`src/rtl/rps_spi_multi_rx.sv`:
```
// SPI receiver for NCH rock/paper/scissors move words; commits a whole frame, decodes moves and judges ch0 vs ch1.
// Latency: outputs update on the edge sampling the last bit, done follows one cycle later; no backpressure, HOLD ignores excess bits.
module rps_spi_multi_rx #(
    parameter int              WIDTH  = 8,
    parameter int              NCH    = 2,
    parameter logic [WIDTH-1:0] CODE_R = WIDTH'(8'h52),
    parameter logic [WIDTH-1:0] CODE_P = WIDTH'(8'h50),
    parameter logic [WIDTH-1:0] CODE_S = WIDTH'(8'h53)
) (
    input  logic                   sck,
    input  logic                   reset,
    input  logic                   sdi,
    input  logic                   cs,
    output logic                   start,
    output logic                   done,
    output logic                   err,
    output logic [NCH*WIDTH-1:0]   sig,
    output logic [3*NCH-1:0]       led,
    output logic [NCH-1:0]         invalid,
    output logic [1:0]             result
);
    localparam int BC_W = $clog2(WIDTH);
    localparam int WC_W = $clog2(NCH + 1);

    typedef enum logic [1:0] {IDLE, SHIFT, HOLD} state_t;

    state_t                       state_q, state_d;
    logic [BC_W-1:0]              bit_q, bit_d;
    logic [WC_W-1:0]              word_q, word_d;
    logic [WIDTH-1:0]             sr_q, sr_d, new_word;
    logic [NCH-1:0][WIDTH-1:0]    shadow_q, shadow_d, frame_c;
    logic                         start_q, start_d, done_q, done_d, err_q, err_d;
    logic [NCH*WIDTH-1:0]         sig_q, sig_d;
    logic [3*NCH-1:0]             led_q, led_d, dec_led;
    logic [NCH-1:0]               inv_q, inv_d, dec_inv;
    logic [1:0]                   res_q, res_d, dec_res;

    assign new_word = {sr_q[WIDTH-2:0], sdi};

    // Frame as it would look if the word now being finished were slotted in.
    always_comb begin
        frame_c = shadow_q;
        for (int k = 0; k < NCH; k++) begin
            if (word_q == WC_W'(k)) frame_c[k] = new_word;
        end
    end

    always_comb begin
        dec_led = '0;
        dec_inv = '1;
        for (int k = 0; k < NCH; k++) begin
            if (frame_c[k] == CODE_R) begin
                dec_led[3*k +: 3] = 3'b001;
                dec_inv[k]        = 1'b0;
            end else if (frame_c[k] == CODE_P) begin
                dec_led[3*k +: 3] = 3'b010;
                dec_inv[k]        = 1'b0;
            end else if (frame_c[k] == CODE_S) begin
                dec_led[3*k +: 3] = 3'b100;
                dec_inv[k]        = 1'b0;
            end
        end
    end

    generate
        if (NCH >= 2) begin : g_res
            logic [2:0] a, b;
            assign a = dec_led[2:0];
            assign b = dec_led[5:3];
            always_comb begin
                if (dec_inv[0] || dec_inv[1])                            dec_res = 2'b11;
                else if (a == b)                                         dec_res = 2'b00;
                else if ((a[1] & b[0]) | (a[0] & b[2]) | (a[2] & b[1])) dec_res = 2'b01;
                else                                                     dec_res = 2'b10;
            end
        end else begin : g_res_single
            assign dec_res = 2'b11;
        end
    endgenerate

    always_comb begin
        state_d  = state_q;
        bit_d    = bit_q;
        word_d   = word_q;
        sr_d     = sr_q;
        shadow_d = shadow_q;
        start_d  = 1'b0;
        done_d   = 1'b0;
        err_d    = 1'b0;
        sig_d    = sig_q;
        led_d    = led_q;
        inv_d    = inv_q;
        res_d    = res_q;
        case (state_q)
            IDLE: begin
                if (cs) begin
                    sr_d    = {{(WIDTH-1){1'b0}}, sdi};
                    bit_d   = BC_W'(1);
                    word_d  = '0;
                    start_d = 1'b1;
                    state_d = SHIFT;
                end
            end
            SHIFT: begin
                if (!cs) begin
                    bit_d    = '0;
                    word_d   = '0;
                    sr_d     = '0;
                    shadow_d = '0;
                    err_d    = 1'b1;
                    state_d  = IDLE;
                end else begin
                    sr_d = new_word;
                    if (bit_q == BC_W'(WIDTH-1)) begin
                        bit_d    = '0;
                        shadow_d = frame_c;
                        if (word_q == WC_W'(NCH-1)) begin
                            sig_d    = frame_c;
                            led_d    = dec_led;
                            inv_d    = dec_inv;
                            res_d    = dec_res;
                            done_d   = 1'b1;
                            word_d   = '0;
                            shadow_d = '0;
                            state_d  = HOLD;
                        end else begin
                            word_d = word_q + WC_W'(1);
                        end
                    end else begin
                        bit_d = bit_q + BC_W'(1);
                    end
                end
            end
            HOLD: begin
                if (!cs) state_d = IDLE;
            end
            default: state_d = IDLE;
        endcase
    end

    always_ff @(posedge sck or negedge reset) begin
        if (!reset) begin
            state_q  <= IDLE;
            bit_q    <= '0;
            word_q   <= '0;
            sr_q     <= '0;
            shadow_q <= '0;
            start_q  <= 1'b0;
            done_q   <= 1'b0;
            err_q    <= 1'b0;
            sig_q    <= '0;
            led_q    <= '0;
            inv_q    <= '1;
            res_q    <= 2'b11;
        end else begin
            state_q  <= state_d;
            bit_q    <= bit_d;
            word_q   <= word_d;
            sr_q     <= sr_d;
            shadow_q <= shadow_d;
            start_q  <= start_d;
            done_q   <= done_d;
            err_q    <= err_d;
            sig_q    <= sig_d;
            led_q    <= led_d;
            inv_q    <= inv_d;
            res_q    <= res_d;
        end
    end

    assign start   = start_q;
    assign done    = done_q;
    assign err     = err_q;
    assign sig     = sig_q;
    assign led     = led_q;
    assign invalid = inv_q;
    assign result  = res_q;
endmodule

```
`config.mk`:
```
export PLATFORM = sky130hd
export DESIGN_NAME = rps_spi_multi_rx
export DESIGN_NICKNAME = d
export VERILOG_FILES = /design/src/rtl/rps_spi_multi_rx.sv
export SDC_FILE = /design/constraint.sdc
export NUM_CORES = 1
export LEC_CHECK = 0
export ABC_AREA = 1
export CAP_MARGIN = 20
export CELL_PAD_IN_SITES_DETAIL_PLACEMENT = 1
export CELL_PAD_IN_SITES_GLOBAL_PLACEMENT = 2
export CORE_MARGIN = 3
export CORE_UTILIZATION = 32
export DETAILED_ROUTE_END_ITERATION = 10
export PLACE_DENSITY_LB_ADDON = 0.1
export SYNTH_ARGS = -nofsm -noshare
export SYNTH_HDL_FRONTEND = slang
export SYNTH_SLANG_ARGS = --single-unit
```
`constraint.sdc`:
```
create_clock -name sck -period 2.3 [get_ports sck]
set_input_delay 0.345 -clock sck [delete_from_list [all_inputs] [get_ports sck]]
set_output_delay 0.345 -clock sck [all_outputs]
set_load 0.02 [all_outputs]
```
==> results_dict.tcl <==
set metrics [dict create \
    switching_share_pct 25.8 \
    dr.pass1.iters 4 \
    synth_area_per_cell_sq_um 7.78 \
    root_buffer "clkbuf_8" \
    rsz0062_at_grt "false" \
    worstPathArrival_ns 2.26 \
    io_buffer_count 32 \
    drv_cap 0 \
    period_minus_slack_ns 2.00 \
    fill_cells 1018 \
    via_per_inst 4.63 \
    hold_viol 0 \
    synth-seq-cells 59 \
    path_common_cell "nand2_1" \
    p_per_area_mw_per_mm2 741 \
    clock_path_buffers 2 \
    tritoncts.num_buffers 9 \
    comb_power_share_pct 13.2 \
    outcome "completed" \
    critPathRequiredTime_ns 2.56 \
    num_rows 33 \
    grt_usage_pct 16.7 \
    crit_slowest_cell "dfrtp_2" \
    core_area_sq_mm 0.00834 \
    worstPathCellList "nor2_4 -> nand2_1 -> o21ai_0 -> nand2_1 -> nor2_2 -> nand2_1 -> nand3_1 -> nand2_1 -> nor2_1 -> a21oi_1" \
    n_antenna_cell 0 \
    io_pins 33 \
    grt_pass1_wl_um 12900 \
    initial_core_util_pct 33.4 \
    p_int_uw 1930 \
    path_class "reg -> reg" \
    tns_ns 0 \
    path_buf_inv 0 \
    synth.cell_area_sq_mm 0.00279 \
    place.gp.congestion 0.804 \
    total_power_uw 2600 \
    startpoint_type "register" \
    grt_max_degree 48 \
    nets 407 \
    cts.sinks 59 \
    setup_viol 0 \
    tightest_slew_ns 0.541 \
    synth_cells 358 \
    die_h_um 99.3 \
    route.detailed.drc 0 \
    fmax_mhz 500 \
    die_area_sq_mm 0.00986 \
    drv_slew 0 \
    post-route-util_pct 42.1 \
    switching_power_uw 672 \
    worst-path-max-fanout 18 \
    fp.dieW_um 99.3 \
    area_delta_synth_final_pct 26.0 \
    p_seq_share_pct 42.2 \
    grt-ovfl-total 0 \
    cts-htree-levels 3 \
    peakVddDrop_mv 0.334 \
    yosysWarnings 0 \
    insertion_delay_ns 0.34 \
    drive_above_1_share_pct 9.85 \
    ys_seq_area_share_pct 53.2 \
    antenna_found_initial 0 \
    crit_family "simple AND/OR/NAND/NOR gates" \
    relSlewSlack_pct 63.6 \
    cp-end-kind "register" \
    post_drt_wl_per_cell_um 14.6 \
    hold_class "in -> async" \
    post-route-period-util_pct 87.0 \
    fin_ws_ns 0.300 \
    drt_iter0_drc 78 \
    place_ws_ns 0.228 \
    grt_pass1_vias 2485 \
    syn-num-nets 364 \
    clkTransAtPathRegs_ns 0.07 \
    clkPwrFrac_pct 44.6 \
    cpPeakStageDelay_ns 0.49 \
    skew_ns 0.0116 \
    leakage_uw 0.00171 \
    via_count 2367 \
    totalWireLength_um 7450 \
    ant_nets 0 \
    yosysUniqueCellTypes 24 \
    cts_tree "done" \
    hpwl_um 5640 \
]
power by group through the flow:
stage	clock network (uW)	logic [uW]	registers, uW
after global routing	1240	395	1100
final	1160	343	1100
after detailed placement	0	349	1120
after CTS	1200	352	1100
after global placement	0	347	1110
after floorplan	0	207	1130
cells by family (layout without fill, tap and decap cells):
logic type / count (synthesis) / in the layout / share of synthesized area (%)
simple gates: 191 / 191 / 27.3
buf+inv: 50 / 98 / 7.41
flops: 59 / 59 / 53.2
compound gates: 56 / 56 / 11.2
fa+ha+maj: 2 / 2 / 0.898
area by class of cell:
class	count	area [sq um]	share of cell area, %
Multi-Input combinational cell	249	1100	31.3
Sequential cell	59	1480	42.3
Timing Repair Buffer	42	405	11.6
Clock inverter	5	100	2.85
Tap cell	105	131	3.74
Clock buffer	11	141	4.03
Inverter	40	150	4.28
routing by layer:
metal / global-route usage [%] / vias to the layer above / wire length, um
met2: 26.1 / 30 / 3290
met3: 3.16 / 9 / 217
met4: 5.99 / 0 / 129
li1: - / 1214 / -
met1: 23.2 / 1114 / 3820
met5: 0 / - / 0
Yosys cell counts:
| master | count | share of area (%) |
|---|---|---|
| nand3_1 | 12 | 2.2 |
| nor2_1 | 44 | 5.9 |
| o22ai_1 | 15 | 3.4 |
| nand2_4 | 1 | 0.40 |
| nor3_2 | 1 | 0.36 |
| nor2_2 | 1 | 0.22 |
| a32o_1 | 2 | 0.72 |
| or2_2 | 1 | 0.22 |
| o21ai_0 | 29 | 5.2 |
| inv_2 | 4 | 0.54 |
| inv_1 | 35 | 4.7 |
| clkbuf_1 | 6 | 0.81 |
| ha_1 | 2 | 0.90 |
| dfrtp_1 | 55 | 49 |
| nor2_4 | 1 | 0.40 |
| dfstp_2 | 4 | 3.8 |
| buf_6 | 1 | 0.40 |
| buf_4 | 3 | 0.81 |
| nand2_1 | 129 | 17 |
| o21ai_1 | 1 | 0.18 |
| clkinv_1 | 1 | 0.13 |
| nand2_2 | 1 | 0.22 |
| o211ai_1 | 1 | 0.27 |
| a21oi_1 | 8 | 1.4 |
worst reg2reg max path: cells and delay by family (launching register included):
kind,cells,cell delay (ns)
flip-flops,1,0.49
AO/OA/AOI/OAI,2,0.26
AND/OR/NAND/NOR,8,1.17
final timing paths:
kind,startpoint,to,slack [ns],cells past startpoint
min in group sck,sig[0]$_DFFE_PN0P_,sig[0]$_DFFE_PN0P_,0.48,2
worst max-delay path,word_q[0]$_DFFE_PN0P_,result[0]$_DFFE_PN1P_,0.30,10
worst max register to register,word_q[0]$_DFFE_PN0P_,result[0]$_DFFE_PN1P_,0.30,10
worst min-delay path,reset,shadow_q[3]$_DFFE_PN0P_,0.47,2
max in group asynchronous,reset,result[0]$_DFFE_PN1P_,1.13,3
worst min register to register,sig[0]$_DFFE_PN0P_,sig[0]$_DFFE_PN0P_,0.48,2
per-stage QoR:
step / hold WS [ns] / cells / instance area, sq um
3_3_place_gp: 0.308 / 494 / 3260
3_5_place_dp: 0.314 / 494 / 3260
6_report: 0.467 / 511 / 3510
5_1_grt: 0.489 / 511 / 3510
4_1_cts: 0.472 / 511 / 3510
2_1_floorplan: 0.0494 / 358 / 2790
placed cells by master (no fill, tap or decap):
cell	netlist	routed
ha_1	2	2
nand3_1	12	12
nor2_2	1	1
or2_2	1	1
nand2_4	1	1
clkdlybuf4s50_1	0	31
o21ai_1	1	1
bufinv_16	0	3
buf_4	3	8
inv_2	4	4
nand2_2	1	1
buf_12	0	1
dfstp_2	4	4
nor3_2	1	1
a32o_1	2	2
nor2_1	44	44
clkbuf_8	0	10
o21ai_0	29	29
o211ai_1	1	1
dfrtp_2	0	1
buf_2	0	1
nor2_4	1	1
clkbuf_1	6	1
a21oi_1	8	8
dfrtp_1	55	54
clkinv_1	1	1
inv_1	35	35
clkinv_2	0	2
o22ai_1	15	15
dlygate4sd3_1	0	1
nand2_1	129	129
sequential cells by signal, indices dropped and copies added, names as in the netlist:
name and flops:
bit_q 3, done 1, err 1, invalid 2
led 6, result 2, shadow_q 16, sig 16
sr_q 7, start 1, state_q 2, word_q 2
timing repair:
action | in CTS | in global routing
resized for setup | 0 | 1
endpoints found under the hold margin | 16 | 0
setup buffers | 0 | 0
hold buffers | 1 | 0
endpoints found under the setup margin | 0 | 2
Power figures use the tool's default switching activity.
